[src/rtl/seq_det_pkg.sv]
// Shared types and helpers for the parametrised serial pattern detector.
package seq_det_pkg;

  typedef enum logic [1:0] {
    ST_UNCFG = 2'd0,
    ST_RUN   = 2'd1,
    ST_ERR   = 2'd2
  } state_e;

  localparam int PAT_W_DEF = 8;
  localparam int CNT_W_DEF = 8;
  // Widest pattern the mask helper supports; PAT_W must stay below this.
  localparam int MASK_MAX  = 64;

  // Ones in the low 'len' bit positions, zeros above.
  function automatic logic [MASK_MAX-1:0] len_mask(input int unsigned len);
    logic [MASK_MAX-1:0] m;
    m = '0;
    for (int unsigned i = 0; i < MASK_MAX; i++) begin
      m[i] = (i < len);
    end
    return m;
  endfunction

endpackage

[src/rtl/seq_detector_sat_counter.sv]
// Saturating up-counter; clear wins over a simultaneous increment.
module sat_counter #(
  parameter int W = 8
) (
  input  logic         clk,
  input  logic         rst,
  input  logic         clr,
  input  logic         inc,
  output logic [W-1:0] cnt,
  output logic         sat
);

  logic [W-1:0] r_cnt;

  always_ff @(posedge clk) begin
    if (rst) begin
      r_cnt <= '0;
    end else if (clr) begin
      r_cnt <= '0;
    end else if (inc && !(&r_cnt)) begin
      r_cnt <= r_cnt + W'(1);
    end
  end

  assign cnt = r_cnt;
  assign sat = &r_cnt;

endmodule

[src/rtl/seq_detector_param.sv]
// Runtime-programmable serial pattern detector (1..PAT_W bits) with
// overlap control, registered match pulse and saturating match counter.
module seq_detector_param
  import seq_det_pkg::*;
#(
  parameter  int PAT_W = PAT_W_DEF,
  parameter  int CNT_W = CNT_W_DEF,
  localparam int LEN_W = $clog2(PAT_W + 1)
) (
  input  logic             clk,
  input  logic             rst,
  input  logic             cfg_load,
  input  logic [PAT_W-1:0] pat_in,
  input  logic [LEN_W-1:0] len_in,
  input  logic             overlap_in,
  input  logic             din_valid,
  input  logic             din_bit,
  input  logic             cnt_clr,
  output logic             dout_bit,
  output logic             match_q,
  output logic [CNT_W-1:0] match_cnt,
  output logic             cnt_sat,
  output logic             cfg_err,
  output logic             armed,
  output logic [1:0]       dbg_state
);

  localparam logic [LEN_W-1:0] PAT_W_L = LEN_W'(PAT_W);

  state_e              r_state;
  state_e              w_next_state;
  logic [PAT_W-1:0]    r_pat;
  logic [PAT_W-1:0]    r_hist;
  logic [LEN_W-1:0]    r_len;
  logic [LEN_W-1:0]    r_fill;
  logic                r_overlap;
  logic                r_match_q;

  logic                w_cfg_ok;
  logic                w_shift;
  logic                w_fill_ok;
  logic                w_hit;
  logic [PAT_W-1:0]    w_window;
  logic [MASK_MAX-1:0] w_mask_full;
  logic [PAT_W-1:0]    w_mask;
  logic [MASK_MAX-PAT_W:0] w_unused;

  assign w_cfg_ok    = (len_in != '0) && (len_in <= PAT_W_L);
  assign w_shift     = (r_state == ST_RUN) && din_valid && !cfg_load;
  assign w_window    = {r_hist[PAT_W-2:0], din_bit};
  assign w_mask_full = len_mask(32'(r_len));
  assign w_mask      = w_mask_full[PAT_W-1:0];
  // Oldest history bit only ever shifts out; upper mask bits lie beyond PAT_W.
  assign w_unused    = {w_mask_full[MASK_MAX-1:PAT_W], r_hist[PAT_W-1]};

  // fill counts bits already held in hist; the presented bit makes one more.
  assign w_fill_ok = ({1'b0, r_fill} + (LEN_W+1)'(1)) >= {1'b0, r_len};
  assign w_hit     = w_shift && w_fill_ok && ((w_window & w_mask) == (r_pat & w_mask));

  always_ff @(posedge clk) begin
    if (rst) begin
      r_state <= ST_UNCFG;
    end else begin
      r_state <= w_next_state;
    end
  end

  always_comb begin
    w_next_state = r_state;
    if (cfg_load) begin
      w_next_state = w_cfg_ok ? ST_RUN : ST_ERR;
    end
  end

  always_ff @(posedge clk) begin
    if (rst) begin
      r_pat     <= '0;
      r_len     <= '0;
      r_overlap <= 1'b0;
      r_hist    <= '0;
      r_fill    <= '0;
      r_match_q <= 1'b0;
    end else begin
      r_match_q <= w_hit;
      if (cfg_load) begin
        r_hist <= '0;
        r_fill <= '0;
        if (w_cfg_ok) begin
          r_pat     <= pat_in;
          r_len     <= len_in;
          r_overlap <= overlap_in;
        end
      end else if (w_shift) begin
        r_hist <= w_window;
        // Non-overlapping mode forgets progress so the next match needs len fresh bits.
        if (w_hit && !r_overlap) begin
          r_fill <= '0;
        end else if (r_fill != PAT_W_L) begin
          r_fill <= r_fill + LEN_W'(1);
        end
      end
    end
  end

  sat_counter #(.W(CNT_W)) u_cnt (
    .clk (clk),
    .rst (rst),
    .clr (cnt_clr),
    .inc (w_hit),
    .cnt (match_cnt),
    .sat (cnt_sat)
  );

  assign dout_bit  = w_hit;
  assign match_q   = r_match_q;
  assign armed     = (r_state == ST_RUN);
  assign cfg_err   = (r_state == ST_ERR);
  assign dbg_state = r_state;

endmodule

[config.mk]
export PLATFORM = sky130hd
export DESIGN_NAME = seq_detector_param
export DESIGN_NICKNAME = d
export VERILOG_FILES = /design/src/rtl/seq_det_pkg.sv /design/src/rtl/seq_detector_sat_counter.sv /design/src/rtl/seq_detector_param.sv
export SDC_FILE = /design/constraint.sdc
export NUM_CORES = 1
export LEC_CHECK = 0
export CAP_MARGIN = 20
export CORE_MARGIN = 2
export CORE_UTILIZATION = 30
export DETAILED_ROUTE_END_ITERATION = 10
export PLACE_DENSITY_LB_ADDON = 0.15
export SKIP_CTS_REPAIR_TIMING = 1
export SYNTH_ARGS = -nofsm -noshare
export SYNTH_HDL_FRONTEND = slang
export SYNTH_SLANG_ARGS = --single-unit
[constraint.sdc]
create_clock -name clk -period 3.1 [get_ports clk]
set_clock_uncertainty 0.15 [all_clocks]
set_input_delay 0.62 -clock clk [delete_from_list [all_inputs] [get_ports clk]]
set_output_delay 0.62 -clock clk [all_outputs]
set_load 0.05 [all_outputs]
# After elaboration in Yosys (flattened, before gate mapping)
# Index checks and enable logic that the tools add are counted.
# W data, S select, Z words.
word_totals:
  register_bits: 35
  inputBits: 19
  output_inout_bits: 15
  elab_cells: 47
classes:
  n_addsub: 3
  n_lt_le_gt_ge: 10
  eq_ne: 4
  n_mux: 3
  bitwise: 2
  n_reduce_logical: 17
ops:
  columns: ["op", "n"]
  rows:
  - ["$and A8 B8 Y8", 2]
  - ["$lt A3 B4 Y1 const A", 4]
  - ["$add A8 B1 Y8 const B", 1]
  - ["$eq A8 B8 Y1", 1]
  - ["$lt A1 B4 Y1 const A", 2]
  - ["$lt A2 B4 Y1 const A", 2]
  - ["$mux W4", 2]
  - ["$reduce_and A8 Y1", 1]
  - ["$logic_and A1 B1 Y1", 7]
  - ["$add A4 B1 Y5 const B", 1]
  - ["$ge A5 B4 Y1", 1]
  - ["$add A4 B1 Y4 const B", 1]
  - ["$le A4 B4 Y1 const B", 1]
  - ["$ne A4 B4 Y1 const B", 1]
  - ["$reduce_and A2 Y1", 2]
  - ["$reduce_bool A4 Y1", 1]
  - ["$reduce_or A2 Y1", 2]
  - ["$logic_not A1 Y1", 3]
  - ["$eq A2 B1 Y1 const B", 1]
  - ["$eq A2 B2 Y1 const B", 1]
  - ["$mux W2", 1]
  - ["$reduce_bool A2 Y1", 1]

# Depth between registers and ports, before layout
depth:
  ltp_word: 8
  mapped_depth: 9
  mapped_depth_nobuf: 8

# Hierarchy
# A second synthesis with hierarchy kept.
hier_totals:
  hier_cells: 202
  hier_area_um2: 1805.5
modules_own_cells:
  columns: ["mod", "n_inst", "cells_per_inst", "area_each_um2", "seq_area_each_um2"]
  rows:
  - ["seq_detector_param", 1, 157, 1380.1, 540.5]
  - ["sat_counter", 1, 45, 425.4, 160.2]

# Least setup slack after synthesis
# Ideal clock, no wire load.
synth_path:
  path_kind: "register to output"
  start: "reg u_cnt.r_cnt[0], in the netlist u_cnt.cnt[0]"
  end: "out cnt_sat"
  arrival_time_ps: 1961
  required_time_ps: 2330
  setup_slack_ps: 369
  stages_incl_launch_ff: 4
  n_path_buf: 0
  cell_sequence: "dfxtp_1 > ha_1 > nand3_1 > nor2_1"
synth_between:
  elab_chain_cells: 1
synth_lines:
  columns: ["element", "line", "rtl"]
  rows:
  - ["start, declared", "seq_detector_sat_counter.sv:13", "logic [W-1:0] r_cnt;"]
  - ["start signal, assigned", "seq_detector_sat_counter.sv:21", "r_cnt <= r_cnt + W'(1);"]
  - ["$reduce_and A8 Y1", "seq_detector_sat_counter.sv:26", "assign sat = &r_cnt;"]
  - ["end, declared", "seq_detector_param.sv:22", "output logic cnt_sat,"]
# Every way passes these cells.

# Worst setup path in the final report
layout_path:
  start: "reg r_fill[0]"
  end: "out dout_bit"
layout_between:
  elab_chain_cells: 4
layout_lines:
  columns: ["element", "line", "rtl"]
  rows:
  - ["start, declared", "seq_detector_param.sv:35", "logic [LEN_W-1:0] r_fill;"]
  - ["start signal, assigned", "seq_detector_param.sv:99", "r_fill <= r_fill + LEN_W'(1);"]
  - ["$add A4 B1 Y5", "seq_detector_param.sv:57", "assign w_fill_ok = ({1'b0, r_fill} + (LEN_W+1)'(1)) >= {1'b0, r_len};"]
  - ["$ge A5 B4 Y1", "seq_detector_param.sv:57", null]
  - ["$logic_and A1 B1 Y1 (2 in a row)", "seq_detector_param.sv:58", "assign w_hit = w_shift && w_fill_ok && ((w_window & w_mask) == (r_pat & w_mask));"]
  - ["end, declared", "seq_detector_param.sv:19", "output logic dout_bit,"]
# Every way passes these cells.

==> results.json <==
{
  "total_power_mw": 0.957,
  "die_area_mm2": 0.00647,
  "vias": 1498,
  "drive_gt1_frac": 0.0750,
  "syn-cell-area_mm2": 0.00175,
  "required_ns": 2.33,
  "grt_overflow_total": 0,
  "dr.first_iter.drc_count": 57,
  "cts_made_buffers": 5,
  "die_x_um": 80.4,
  "ys_seq_area_frac": 0.400,
  "grt_pass1_vias": 1428,
  "core_area_mm2": 0.00557,
  "first_pass_iters": 4,
  "setup-violations-final": 0,
  "wl_um": 4070,
  "synthTopCellsByCount": "35 x dfxtp_1, 27 x nand2_1, 21 x nor2_1, 17 x a21oi_1, 15 x mux2i_1",
  "synth_ff_type": "dfxtp_1",
  "num_io_pins": 34,
  "die_h_um": 80.4,
  "gr-usage-met2": 0.235,
  "fin_nets": 265,
  "cp-start-kind": "register",
  "synth-async-reset-ratio": 0,
  "detail_route.vias_per_cell": 4.80,
  "whs_path_depth": 2,
  "fmax_mhz": 344,
  "place_hpwl_um": 3050,
  "start_util": 0.314,
  "ys_warn_count": 0,
  "synth_top_area_frac": 0.400,
  "synth_nets": 229,
  "regArea_um2": 701,
  "slew-limit-headroom": 0.637,
  "grt.busiest_layer": "met2",
  "period_share": 0.939,
  "ys_ff_latch": 35,
  "hold_path.class": "register to register",
  "multi_input_area_um2": 982,
  "yosys.area.top_type": "dfxtp_1",
  "postSynthCellCount": 203,
  "num_rows": 27,
  "ir_drop_v": 0.000213,
  "grt_use_met1": 0.167,
  "route.detailed.wl_per_inst_um": 13.0,
  "ys_top_cells_by_area": "dfxtp_1 40%, mux2i_1 8.6%, nand2_1 5.8%",
  "clk_latency_ns": 0.29,
  "fin_hold_ws_ns": 0.318,
  "p_leak_nw": 0.818,
  "grt_util_met3": 0.0303,
  "crit_path_max_incr_delay_ns": 0.43,
  "setup_slack_ns": 0.189,
  "p_per_area_mw_per_mm2": 422,
  "crit_chain": "inv_1, ha_1, ha_1, a211oi_1, o21ai_1, and4_1, buf_12",
  "synth_edf_count": 0,
  "cts.clk_slew.worst_paths_ns": 0.07,
  "ys_types": 37,
  "critPathSlowestCell": "dfxtp_1",
  "drc": 0,
  "gr-usage-all-layers": 0.137,
  "drv_cap": 0,
  "gp_congestion": 0.823,
  "port-buffer-count": 33,
  "clock-sinks": 35,
  "h-tree-depth": 2,
  "diodes": 0,
  "clk_root_buffer_cell": "clkbuf_8",
  "final_util": 0.407,
  "clockBufferDepth": 2,
  "synth_area_per_cell_um2": 8.64,
  "crit_path_end_kind": "output pin",
  "cpMostUsedCell": "ha_1",
  "antenna_found_initial": 0,
  "yosysMostFrequentCell": "dfxtp_1",
  "grt_start_max_net_pins": 19,
  "worstPathMaxFanout": 6,
  "min_period_ns": 2.91,
  "grt_pass1_wl_um": 6770,
  "preCtsSetupSlack_ns": 0.315,
  "fin_tns_setup_ns": 0,
  "syn2layout_area_growth_pct": 29.3,
  "tightest_slew_ns": 0.543,
  "hold_viol": 0,
  "postRouteAntennaNets": 0,
  "arrival_ns": 2.14,
  "finalMaxSlewViolations": 0,
  "reg2reg_depth": 8,
  "cts_tree": "yes",
  "nFillCells": 576,
  "status": "finished clean",
  "crit_type": "register to output pin",
  "rsz0062_at_grt": "no"
}
## state kept, by name, indices dropped and copies added (netlist names)
signal     count
dbg_state      2
match_q        1
r_fill         4
r_hist         7
r_len          4
r_overlap      1
r_pat          8
u_cnt.cnt      8
## through the flow
step           area [um^2]  cells
2_1_floorplan         1750    203
5_1_grt               2270    312
4_1_cts               2270    312
3_5_place_dp          2160    304
3_3_place_gp          2160    304
6_report              2270    312
## per-layer routing
metal,share of wire,wire length (um)
met5,0,0
met2,0.48,1940
met1,0.47,1930
met3,0.036,146
met4,0.012,48
## layout make-up
type | count | area share
clock buffers | 7 | 0.0425
clock inverters | 1 | 0.00331
inverters | 6 | 0.00993
multi-input cells | 154 | 0.433
flip-flops and latches | 35 | 0.309
well taps | 72 | 0.0397
repair buffers | 37 | 0.162
## final timing paths
check	to	start	slack, ns
max reg2reg	u_cnt.cnt[7]$_SDFFE_PP0P_	r_fill[0]$_SDFFE_PP0P_	0.48
max	dout_bit	r_fill[0]$_SDFFE_PP0P_	0.19
min reg2reg	r_hist[6]$_SDFFE_PP0P_	r_hist[6]$_SDFFE_PP0P_	0.32
min	r_hist[6]$_SDFFE_PP0P_	r_hist[6]$_SDFFE_PP0P_	0.32
## report_power, final
| part | switching (mW) | total [mW] | internal [mW] |
|---|---|---|---|
| combinational | 0.0575 | 0.114 | 0.0560 |
| sequential | 0.0121 | 0.473 | 0.461 |
| clock | 0.169 | 0.371 | 0.202 |
## kinds of logic (layout without fill, tap and decap cells)
| group | count (synthesis) | count (layout) | share of synthesized area |
|---|---|---|---|
| simple gates | 80 | 80 | 0.223 |
| fa+ha+maj | 7 | 7 | 0.0500 |
| flops | 35 | 35 | 0.400 |
| buf+inv | 14 | 51 | 0.0400 |
| mux | 15 | 15 | 0.0857 |
| compound gates | 41 | 41 | 0.146 |
| xor+xnor | 11 | 11 | 0.0550 |
## critical path, delay by kind of cell, from the launching register on
kind	cells	cell delay, ns
adders and majority gates	2	0.60
and+or+nand+nor	1	0.24
buffers and inverters	2	0.25
AOI/OAI and AO/OA	2	0.33
DFF	1	0.43
## cell usage in the layout, fill, tap and decap left out, types with 2 or more instances in the layout
cell type / instances
dfxtp_1: 35
clkdlybuf4s50_1: 31
nand2_1: 27
nor2_1: 21
a21oi_1: 17
mux2i_1: 15
xnor2_1: 10
nand3_1: 8
ha_1: 7
clkbuf_8: 7
inv_1: 6
buf_4: 5
o21ai_0: 4
nand2b_1: 4
o31ai_1: 4
o41ai_1: 4
nor2b_1: 3
a211oi_1: 3
or4_1: 3
o21ai_1: 2
nor4_1: 2
o211ai_1: 2
or2_2: 2
o311ai_0: 2
or3_1: 2
Power figures use the tool's default switching activity.
